**src/rtl/oled_init_sequencer.sv**
```systemverilog
// Power-on and initialisation sequencer for an SSD1306-class Pmod OLED.
// Drives the panel rails/reset and streams an 11-byte command ROM through spi_master.
module oled_init_sequencer #(
  parameter int DLY_VDD     = 20000,
  parameter int DLY_RES     = 60,
  parameter int DLY_VBAT    = 2000000,
  parameter int SPI_TIMEOUT = 4096,
  parameter int CNT_W       = 24
) (
  input  logic       clk,
  input  logic       rst_n,
  input  logic       start,
  output logic       busy,
  output logic       done,
  output logic       fault,
  output logic [3:0] cmd_idx,
  output logic       spi_start,
  output logic [7:0] spi_data,
  input  logic       spi_done,
  output logic       oled_dc,
  output logic       oled_res,
  output logic       oled_vbat,
  output logic       oled_vdd
);

  typedef enum logic [3:0] {
    S_IDLE, S_PWR_VDD, S_CMD_A, S_RES_LO, S_RES_HI,
    S_CMD_B, S_PWR_VBAT, S_CMD_C, S_DONE, S_FAULT
  } state_t;

  localparam logic [CNT_W-1:0] L_VDD  = CNT_W'(DLY_VDD - 1);
  localparam logic [CNT_W-1:0] L_RES  = CNT_W'(DLY_RES - 1);
  localparam logic [CNT_W-1:0] L_VBAT = CNT_W'(DLY_VBAT - 1);
  localparam logic [CNT_W-1:0] L_TMO  = CNT_W'(SPI_TIMEOUT - 1);

  function automatic logic [7:0] rom_byte(input logic [3:0] idx);
    case (idx)
      4'd0:    rom_byte = 8'hAE;
      4'd1:    rom_byte = 8'h8D;
      4'd2:    rom_byte = 8'h14;
      4'd3:    rom_byte = 8'hD9;
      4'd4:    rom_byte = 8'hF1;
      4'd5:    rom_byte = 8'hA1;
      4'd6:    rom_byte = 8'hC8;
      4'd7:    rom_byte = 8'hDA;
      4'd8:    rom_byte = 8'h20;
      4'd9:    rom_byte = 8'h81;
      4'd10:   rom_byte = 8'hAF;
      default: rom_byte = 8'h00;
    endcase
  endfunction

  state_t           r_state, w_state_nxt;
  logic             r_wait, w_wait_nxt;
  logic [CNT_W-1:0] r_cnt, w_cnt_nxt;
  logic [3:0]       r_idx, w_idx_nxt;
  logic             r_oled_res, r_oled_vbat, r_oled_vdd;

  logic [3:0]       w_last;
  state_t           w_follow;
  logic [CNT_W-1:0] w_follow_cnt;
  logic             w_is_cmd;
  logic             w_vdd_on, w_vbat_on, w_res_lo;

  assign w_is_cmd = (r_state inside {S_CMD_A, S_CMD_B, S_CMD_C});

  // NOTE: every signal written here gets a default first so no latch is inferred.
  always_comb begin
    w_state_nxt  = r_state;
    w_wait_nxt   = r_wait;
    w_cnt_nxt    = r_cnt;
    w_idx_nxt    = r_idx;
    w_last       = 4'd0;
    w_follow     = S_IDLE;
    w_follow_cnt = '0;

    case (r_state)
      S_CMD_A: begin w_last = 4'd0;  w_follow = S_RES_LO;   w_follow_cnt = L_RES;  end
      S_CMD_B: begin w_last = 4'd4;  w_follow = S_PWR_VBAT; w_follow_cnt = L_VBAT; end
      S_CMD_C: begin w_last = 4'd10; w_follow = S_DONE;     w_follow_cnt = '0;     end
      default: ;
    endcase

    case (r_state)
      S_IDLE, S_DONE, S_FAULT: begin
        if (start) begin
          w_state_nxt = S_PWR_VDD;
          w_cnt_nxt   = L_VDD;
          w_idx_nxt   = 4'd0;
          w_wait_nxt  = 1'b0;
        end
      end
      S_PWR_VDD: begin
        if (r_cnt == '0) w_state_nxt = S_CMD_A;
        else             w_cnt_nxt   = r_cnt - 1'b1;
      end
      S_RES_LO: begin
        if (r_cnt == '0) begin
          w_state_nxt = S_RES_HI;
          w_cnt_nxt   = L_RES;
        end else begin
          w_cnt_nxt   = r_cnt - 1'b1;
        end
      end
      S_RES_HI: begin
        if (r_cnt == '0) w_state_nxt = S_CMD_B;
        else             w_cnt_nxt   = r_cnt - 1'b1;
      end
      S_PWR_VBAT: begin
        if (r_cnt == '0) w_state_nxt = S_CMD_C;
        else             w_cnt_nxt   = r_cnt - 1'b1;
      end
      S_CMD_A, S_CMD_B, S_CMD_C: begin
        if (!r_wait) begin
          w_wait_nxt = 1'b1;
          w_cnt_nxt  = L_TMO;
        end else if (spi_done) begin
          w_wait_nxt = 1'b0;
          w_idx_nxt  = r_idx + 4'd1;
          if (r_idx == w_last) begin
            w_state_nxt = w_follow;
            w_cnt_nxt   = w_follow_cnt;
          end
        end else if (r_cnt == '0) begin
          w_state_nxt = S_FAULT;
          w_wait_nxt  = 1'b0;
        end else begin
          w_cnt_nxt   = r_cnt - 1'b1;
        end
      end
      default: w_state_nxt = S_IDLE;
    endcase
  end

  // Pins are registered from the next state; on a fault VBAT drops with the
  // state change while VDD follows one cycle later.
  assign w_vdd_on  = (w_state_nxt inside {S_PWR_VDD, S_CMD_A, S_RES_LO, S_RES_HI,
                                          S_CMD_B, S_PWR_VBAT, S_CMD_C, S_DONE})
                  || (w_state_nxt == S_FAULT && r_state != S_FAULT);
  assign w_vbat_on = (w_state_nxt inside {S_PWR_VBAT, S_CMD_C, S_DONE});
  assign w_res_lo  = (w_state_nxt inside {S_RES_LO, S_FAULT});

  // NOTE: sequential state uses non-blocking assignments so all registers update together.
  always_ff @(posedge clk or negedge rst_n) begin
    if (!rst_n) begin
      r_state     <= S_IDLE;
      r_wait      <= 1'b0;
      r_cnt       <= '0;
      r_idx       <= 4'd0;
      r_oled_res  <= 1'b1;
      r_oled_vbat <= 1'b1;
      r_oled_vdd  <= 1'b1;
    end else begin
      r_state     <= w_state_nxt;
      r_wait      <= w_wait_nxt;
      r_cnt       <= w_cnt_nxt;
      r_idx       <= w_idx_nxt;
      r_oled_res  <= ~w_res_lo;
      r_oled_vbat <= ~w_vbat_on;
      r_oled_vdd  <= ~w_vdd_on;
    end
  end

  assign busy      = (r_state inside {S_PWR_VDD, S_CMD_A, S_RES_LO, S_RES_HI,
                                      S_CMD_B, S_PWR_VBAT, S_CMD_C});
  assign done      = (r_state == S_DONE);
  assign fault     = (r_state == S_FAULT);
  assign cmd_idx   = r_idx;
  assign spi_start = w_is_cmd && !r_wait;
  assign spi_data  = w_is_cmd ? rom_byte(r_idx) : 8'h00;
  assign oled_dc   = 1'b0;
  assign oled_res  = r_oled_res;
  assign oled_vbat = r_oled_vbat;
  assign oled_vdd  = r_oled_vdd;

endmodule
```
**config.mk**
```make
export PLATFORM = sky130hd
export DESIGN_NAME = oled_init_sequencer
export DESIGN_NICKNAME = d
export VERILOG_FILES = /design/src/rtl/oled_init_sequencer.sv
export SDC_FILE = /design/constraint.sdc
export NUM_CORES = 1
export LEC_CHECK = 0
export CAP_MARGIN = 20
export CORE_MARGIN = 2
export CORE_UTILIZATION = 59
export CTS_CLUSTER_SIZE = 20
export DETAILED_ROUTE_END_ITERATION = 6
export PLACE_DENSITY = 0.85
export SYNTH_ARGS = -nofsm -noshare
export SYNTH_HDL_FRONTEND = slang
export SYNTH_SLANG_ARGS = --single-unit
export TNS_END_PERCENT = 5
```
**constraint.sdc**
```tcl
create_clock -name clk -period 2.88 [get_ports clk]
set_input_delay 0.432 -clock clk [delete_from_list [all_inputs] [get_ports clk]]
set_output_delay 0.432 -clock clk [all_outputs]
set_load 0.05 [all_outputs]
```
==> results_dict.tcl, run 1 <==
set metrics [dict create \
    status "finished, final reports clean" \
    commonest_cells_after_routing_fill_and_taps_aside "41 x sky130_fd_sc_hd__nor2_1, 35 x sky130_fd_sc_hd__nand2_1, 33 x sky130_fd_sc_hd__dfrtp_1" \
    hold_viol 0 \
    topRoutingLayerUsed "met4" \
    tritoncts_sink_count 36 \
    clock-skew-final_ps 9.071 \
    yosys.area.top_type_share_pct 29.19 \
    cts_resized 0 \
    timing_worst_setup_path_type "reg -> out" \
    gp_congestion 0.9603 \
    start_util_pct 60.70 \
    grt_first_pass_wirelength_um 12550 \
    yosysSeqAreaShare_pct 31.98 \
    final_util_pct 72.48 \
    drc_errors 0 \
    seqCellArea_um2 904.6 \
    largest_net_degree_at_the_start_of_global_routing 37 \
    drt_wl_total_um 7468 \
    clk_path_buf_depth 2 \
    yosys_warnings 0 \
    timing.final.crit_share_pct 94.68 \
    portBuffers 22 \
    area_of_the_multi_input_gates_mm2 0.001758 \
    drtPass1Iterations 7 \
    synth_seq_cells 36 \
    total_nets_after_synthesis 369 \
    horiz_die_dim_um 73.25 \
    drt_iter0_markers 281 \
    postCtsHoldBufs 0 \
    overflow 0 \
    worstHoldEndpoint "r_cnt[16]" \
    min_path_cells 1 \
    clockRootBuffer "sky130_fd_sc_hd__clkbuf_8" \
    clock_latency_reported_for_the_late_side_of_the_worst_skew_pair_ps 300 \
    post_synth_instance_area_mm2 0.002829 \
    worstHoldPathType "reg -> reg" \
    cts_inserted_buffers 5 \
    layout.nets 395 \
    place.detailed.hpwl_um 5308 \
    critical_path.startpoint_type "flip-flop" \
    r2r_setup_slack_ps 320 \
    cap_viol_max_count 0 \
    cts.repair_timing.setup_buffer_count 0 \
    dp.cells 430 \
    synth.top_cells.by_area "sky130_fd_sc_hd__dfrtp_1 29%, sky130_fd_sc_hd__a21oi_1 5.7%, sky130_fd_sc_hd__nor2_1 5.4%, sky130_fd_sc_hd__o21ai_0 5.3%, sky130_fd_sc_hd__nand2_1 4.6%" \
    yosys.area.top_type "sky130_fd_sc_hd__dfrtp_1" \
    final_max_slew_viol_count 0 \
    powerDensity_mw_per_mm2 342.7 \
    cp-end-kind "primary output" \
    worst_r2r_path_depth 8 \
    synth_enable_flop_cells 0 \
    postRouteAntennaNets 0 \
    rsz0062_at_grt "no" \
    first_global_vias 2547 \
    worstPathMaxFanout 12 \
    holdCritStartpoint "r_cnt[16]" \
    timing_worst_slew_pin_value_ps 762.6 \
    met1_length_um 3302 \
    vias 2854 \
    synth_area_per_cell_um2 7.924 \
    synth.distinct_cells 71 \
    fp.dieArea_mm2 0.005365 \
    met3WireLength_um 553 \
    achievable-frequency_ghz 0.3667 \
    number_of_antenna_diodes 0 \
    routed_via_density 6.516 \
    layout.cells.non_filler 438 \
    htree_num_levels 2 \
    area_growth_pct 19.42 \
    fill_cells 353 \
    layout.cells.most_common "sky130_fd_sc_hd__nor2_1" \
    yosys_most_used_dff "sky130_fd_sc_hd__dfrtp_1" \
    rows 25 \
    critical_path_required_ps 2450 \
    synth_instances 357 \
    fp.dieH_um 73.25 \
    cp.arrival_ps 2290 \
    pin_count 24 \
    core_region_area_mm2 0.004661 \
    whs_ps 518.8 \
    final.min_clock_period_ps 2727 \
    setup-violations-final 0 \
    r2r_start "r_state[0]" \
    critical_path.reg2reg.endpoint "r_cnt[0]" \
    power.static_leakage_nw 1.385 \
    wl_per_cell_um 17.05 \
    post_synth_arst_share_pct 100.0 \
    grt_use_total_pct 30.07 \
    initial_antenna_violation_count 0 \
    worst_ir_drop_vdd_mv 0.2925 \
    fin_setup_tns_ps 0 \
    clock_tree_from_tritoncts "yes" \
    worst_case_headroom_to_the_max_slew_limit_pct 48.62 \
    post_route_cells_drive_above_1_share_pct 14.84 \
    clkSlewWorstSetupHoldPaths_ps 80 \
    detailroute.wirelength.met2_um 3466 \
]
[state kept, by name, indices dropped and copies added, names as in the netlist]
| register | count |
|---|---|
| oled_vdd | 1 |
| cmd_idx | 4 |
| oled_res | 1 |
| r_wait | 1 |
| oled_vbat | 1 |
| r_cnt | 24 |
| r_state | 4 |
[cells by family (layout without fill, tap and decap cells)]
logic type	Yosys count	count (layout)	synth area share, %
xor gates and xnor gates	4	4	1.239
AOI/OAI and AO/OA	124	124	28.66
muxes	5	5	1.990
and+or+nand+nor	140	140	26.01
buffers and inverters	38	65	6.103
DFF	36	36	31.98
other	1	1	0.1326
adders and majority gates	9	9	3.892
[worst max-delay path by stage]
stage	startpoint	end	slack [ps]	depth (start not counted)
after floorplan	r_state[2]	spi_data[4]	-5	5
after global placement	spi_done	oled_vdd	370	7
after CTS	r_state[2]	spi_data[4]	150	4
after detailed placement	spi_done	r_cnt[1]	360	8
after global routing	r_state[2]	spi_data[4]	50	4
final	r_state[2]	spi_data[4]	150	4
[cell type report]
class,count,share of cell area [%]
sequential,36,26.78
multi-input combinational,283,52.04
clock buffer,5,2.037
tap,54,2.000
inverter,19,2.185
clock inverter,3,2.667
timing repair buffer,38,12.30
[synthesized netlist by cell type, types with 5 or more instances]
library cell / count
sky130_fd_sc_hd__nor4_1: 11
sky130_fd_sc_hd__nand3_1: 11
sky130_fd_sc_hd__buf_2: 7
sky130_fd_sc_hd__nand2_1: 35
sky130_fd_sc_hd__nor2_1: 41
sky130_fd_sc_hd__clkbuf_1: 8
sky130_fd_sc_hd__a21oi_1: 32
sky130_fd_sc_hd__dfrtp_1: 33
sky130_fd_sc_hd__nor3_1: 11
sky130_fd_sc_hd__a21o_1: 10
sky130_fd_sc_hd__a31oi_1: 5
sky130_fd_sc_hd__o21ai_0: 30
sky130_fd_sc_hd__a22o_1: 6
sky130_fd_sc_hd__inv_1: 18
sky130_fd_sc_hd__ha_1: 8
[report_power, final]
part           total, mW  switching, mW  leakage [nW]  internal [mW]
Clock              0.629          0.196        0.0784          0.433
Combinational     0.0234         0.0179         0.886        0.00554
Sequential         0.505              0         0.420          0.505
Total               1.16          0.214          1.38          0.944
[routing by layer]
metal  global-route usage (%)  up-vias
met1                    44.06     1348
met4                    10.70        0
met2                    44.14      135
met3                    5.801       17
li1                         -     1354
met5                        0        -
[critical path, stage by stage, from the launching register on]
cell,delay [ps]
sky130_fd_sc_hd__dfrtp_1,480
sky130_fd_sc_hd__or3b_4,460
sky130_fd_sc_hd__a21o_1,350
sky130_fd_sc_hd__a2111oi_2,510
sky130_fd_sc_hd__buf_12,190
[stage by stage]
stage | total power [mW] | worst slack (ps) | area, um^2
after detailed placement | 0.5391 | 360.4 | 3219
after floorplan | 0.5232 | -5.089 | 2835
after CTS | 1.161 | 147.0 | 3378
final | 1.158 | 153.1 | 3378
after global placement | 0.5390 | 368.0 | 3219
after global routing | 1.183 | 51.70 | 3378
Power figures use the tool's default switching activity.
==> run 2: changes to the inputs <==
CORE_MARGIN = 10   (was 2)
CORE_UTILIZATION = 35   (was 59)
PLACE_DENSITY = 0.57   (was 0.85)
==> run 2 against run 1 <==
  * Die area increased by 130%
  * Sequential share of layout area is 0.35 points lower
  * Design area grew 1.3%
  * Global-route usage decreased by 16 points
  * First-iteration DRC count fell by 17%
  * Sequential cell count unchanged
  * Final cell count is 12% higher
  * Routed wire length is 8.8% higher
  * Fmax down 0.17%
  * Sequential power about the same
  * Critical path depth up 1
  * Combinational power hardly changed
  * Largest cell class unchanged
==> results_dict.tcl, run 2 (synthesis results as in run 1) <==
set metrics [dict create \
    worstPathMaxFanout 12 \
    drt_wl_total_um 8124 \
    htree_num_levels 2 \
    wl_per_cell_um 16.58 \
    critical_path.startpoint_type "flip-flop" \
    setup-violations-final 0 \
    timing.critical_path.slowest_stage_cell "sky130_fd_sc_hd__dfrtp_1" \
    portBuffers 22 \
    largest_register_ffs 24 \
    overflow 0 \
    clock_latency_reported_for_the_late_side_of_the_worst_skew_pair_ps 300 \
    post-route-worst-setup-slack_ps 148.5 \
    cp_slowest_stage_delay_ps 540 \
    initial_antenna_violation_count 0 \
    clock-skew-final_ps 7.905 \
    layout.nets 399 \
    hold_viol 0 \
    cts_resized 0 \
    fp.dieArea_mm2 0.01208 \
    final_util_pct 43.85 \
    post_dp_cell_area_mm2 0.003309 \
    whs_ps 229.9 \
    drt_iter0_markers 234 \
    drc_errors 0 \
    vias 2781 \
    cts_inserted_buffers 5 \
    layout.cells.non_filler 490 \
    timing_worst_setup_path_type "reg -> out" \
    status "finished, final reports clean" \
    number_of_antenna_diodes 0 \
    largest_net_degree_at_the_start_of_global_routing 37 \
    first_global_vias 2663 \
    cp-end-kind "primary output" \
    clock_tree_from_tritoncts "yes" \
    timing.final.crit_share_pct 94.85 \
    horiz_die_dim_um 109.9 \
    registers.top_by_ff_count "r_cnt" \
    place.detailed.hpwl_um 5853 \
    dpl_worst_slack_ps 195.8 \
    routed_via_density 5.676 \
    achievable-frequency_ghz 0.3661 \
    post_layout_instance_area_mm2 0.003423 \
    layout.cells.most_common "sky130_fd_sc_hd__nor2_1" \
    critical_path_required_ps 2450 \
    gp_congestion 0.8834 \
    cp.arrival_ps 2300 \
    tritoncts_sink_count 36 \
    start_util_pct 36.23 \
    final.min_clock_period_ps 2732 \
    dp.cells 481 \
    path_cells "or3b_4 > a21o_1 > buf_4 > a2111oi_4 > buf_12" \
    postCtsHoldBufs 0 \
    final_max_slew_viol_count 0 \
    grt_first_pass_wirelength_um 13420 \
    worst_ir_drop_vdd_mv 0.1460 \
    post_route_cells_drive_above_1_share_pct 15.72 \
    commonest_cells_after_routing_fill_and_taps_aside "41 x sky130_fd_sc_hd__nor2_1, 35 x sky130_fd_sc_hd__nand2_1, 33 x sky130_fd_sc_hd__dfrtp_1" \
    family_with_the_most_delay_on_the_worst_path "compound AO/OA/AOI/OAI gates" \
    pin_count 24 \
    timing_worst_slew_pin_value_ps 832.0 \
    clockRootBuffer "sky130_fd_sc_hd__clkbuf_8" \
    area_growth_pct 21.01 \
    core_region_area_mm2 0.007807 \
    cap_viol_max_count 0 \
    powerDensity_mw_per_mm2 267.0 \
    drtPass1Iterations 4 \
    grt_use_total_pct 13.78 \
    worstHoldPathType "in -> async" \
    cts.repair_timing.setup_buffer_count 0 \
    fp.dieH_um 109.9 \
    critical_path_buf_inv_count 2 \
    clkSlewWorstSetupHoldPaths_ps 80 \
    rsz0062_at_grt "no" \
    power.static_leakage_nw 1.374 \
    rows 32 \
    worst_case_headroom_to_the_max_slew_limit_pct 43.94 \
    clk_path_buf_depth 2 \
    postRouteAntennaNets 0 \
]
[run 2: changes by cell type in the layout (fill, tap and decap cells not counted), sizes merged]
| cell | previous run | this run |
|---|---|---|
| clkinvlp | 0 | 1 |
| clkdlybuf4s50 | 12 | 11 |
| bufinv | 3 | 0 |
| clkbuf | 5 | 7 |
| buf | 26 | 31 |
[run 2: per-layer routing]
layer | GRT usage, % | share of wire (%)
met1 | 18.02 | 46
met2 | 22.18 | 47
met3 | 2.399 | 5.8
met4 | 5.112 | 1.8
met5 | 0 | 0
[run 2: through the flow]
| step | power, mW | setup TNS [ps] |
|---|---|---|
| finish | 0.9140 | 0 |
| global route | 0.9512 | 0 |
| CTS | 0.9289 | 0 |
| detailed placement | 0.5397 | 0 |
| global placement | 0.5395 | 0 |
| floorplan | 0.5232 | -5.089 |
[run 2: final timing paths]
kind | from | end | slack [ps] | cells past startpoint
min reg2reg | r_cnt[16] | r_cnt[16] | 520 | 1
min | rst_n | r_state[3] | 230 | 1
max | r_state[0] | spi_data[4] | 150 | 5
min in group clk | r_cnt[16] | r_cnt[16] | 520 | 1
max in group asynchronous | rst_n | r_wait | 2100 | 1
max reg2reg | r_state[0] | r_cnt[0] | 420 | 8
[run 2: final cells by class]
| cell class | instances | area (um^2) |
|---|---|---|
| fillers | 793 | 4384 |
| inverters | 19 | 73.82 |
| multi-input cells | 283 | 1770 |
| flip-flops and latches | 36 | 904.6 |
| clock buffers | 7 | 86.33 |
| repair buffers | 42 | 452.9 |
| clock inverters | 1 | 7.507 |
| well taps | 102 | 127.6 |
[run 2: power breakdown]
part / total, mW / switching (mW) / internal, mW / leakage [nW]
combinational: 0.0237 / 0.0189 / 0.00482 / 0.909
sequential: 0.505 / 0 / 0.505 / 0.420
clock: 0.385 / 0.190 / 0.195 / 0.0445
total: 0.914 / 0.209 / 0.705 / 1.37
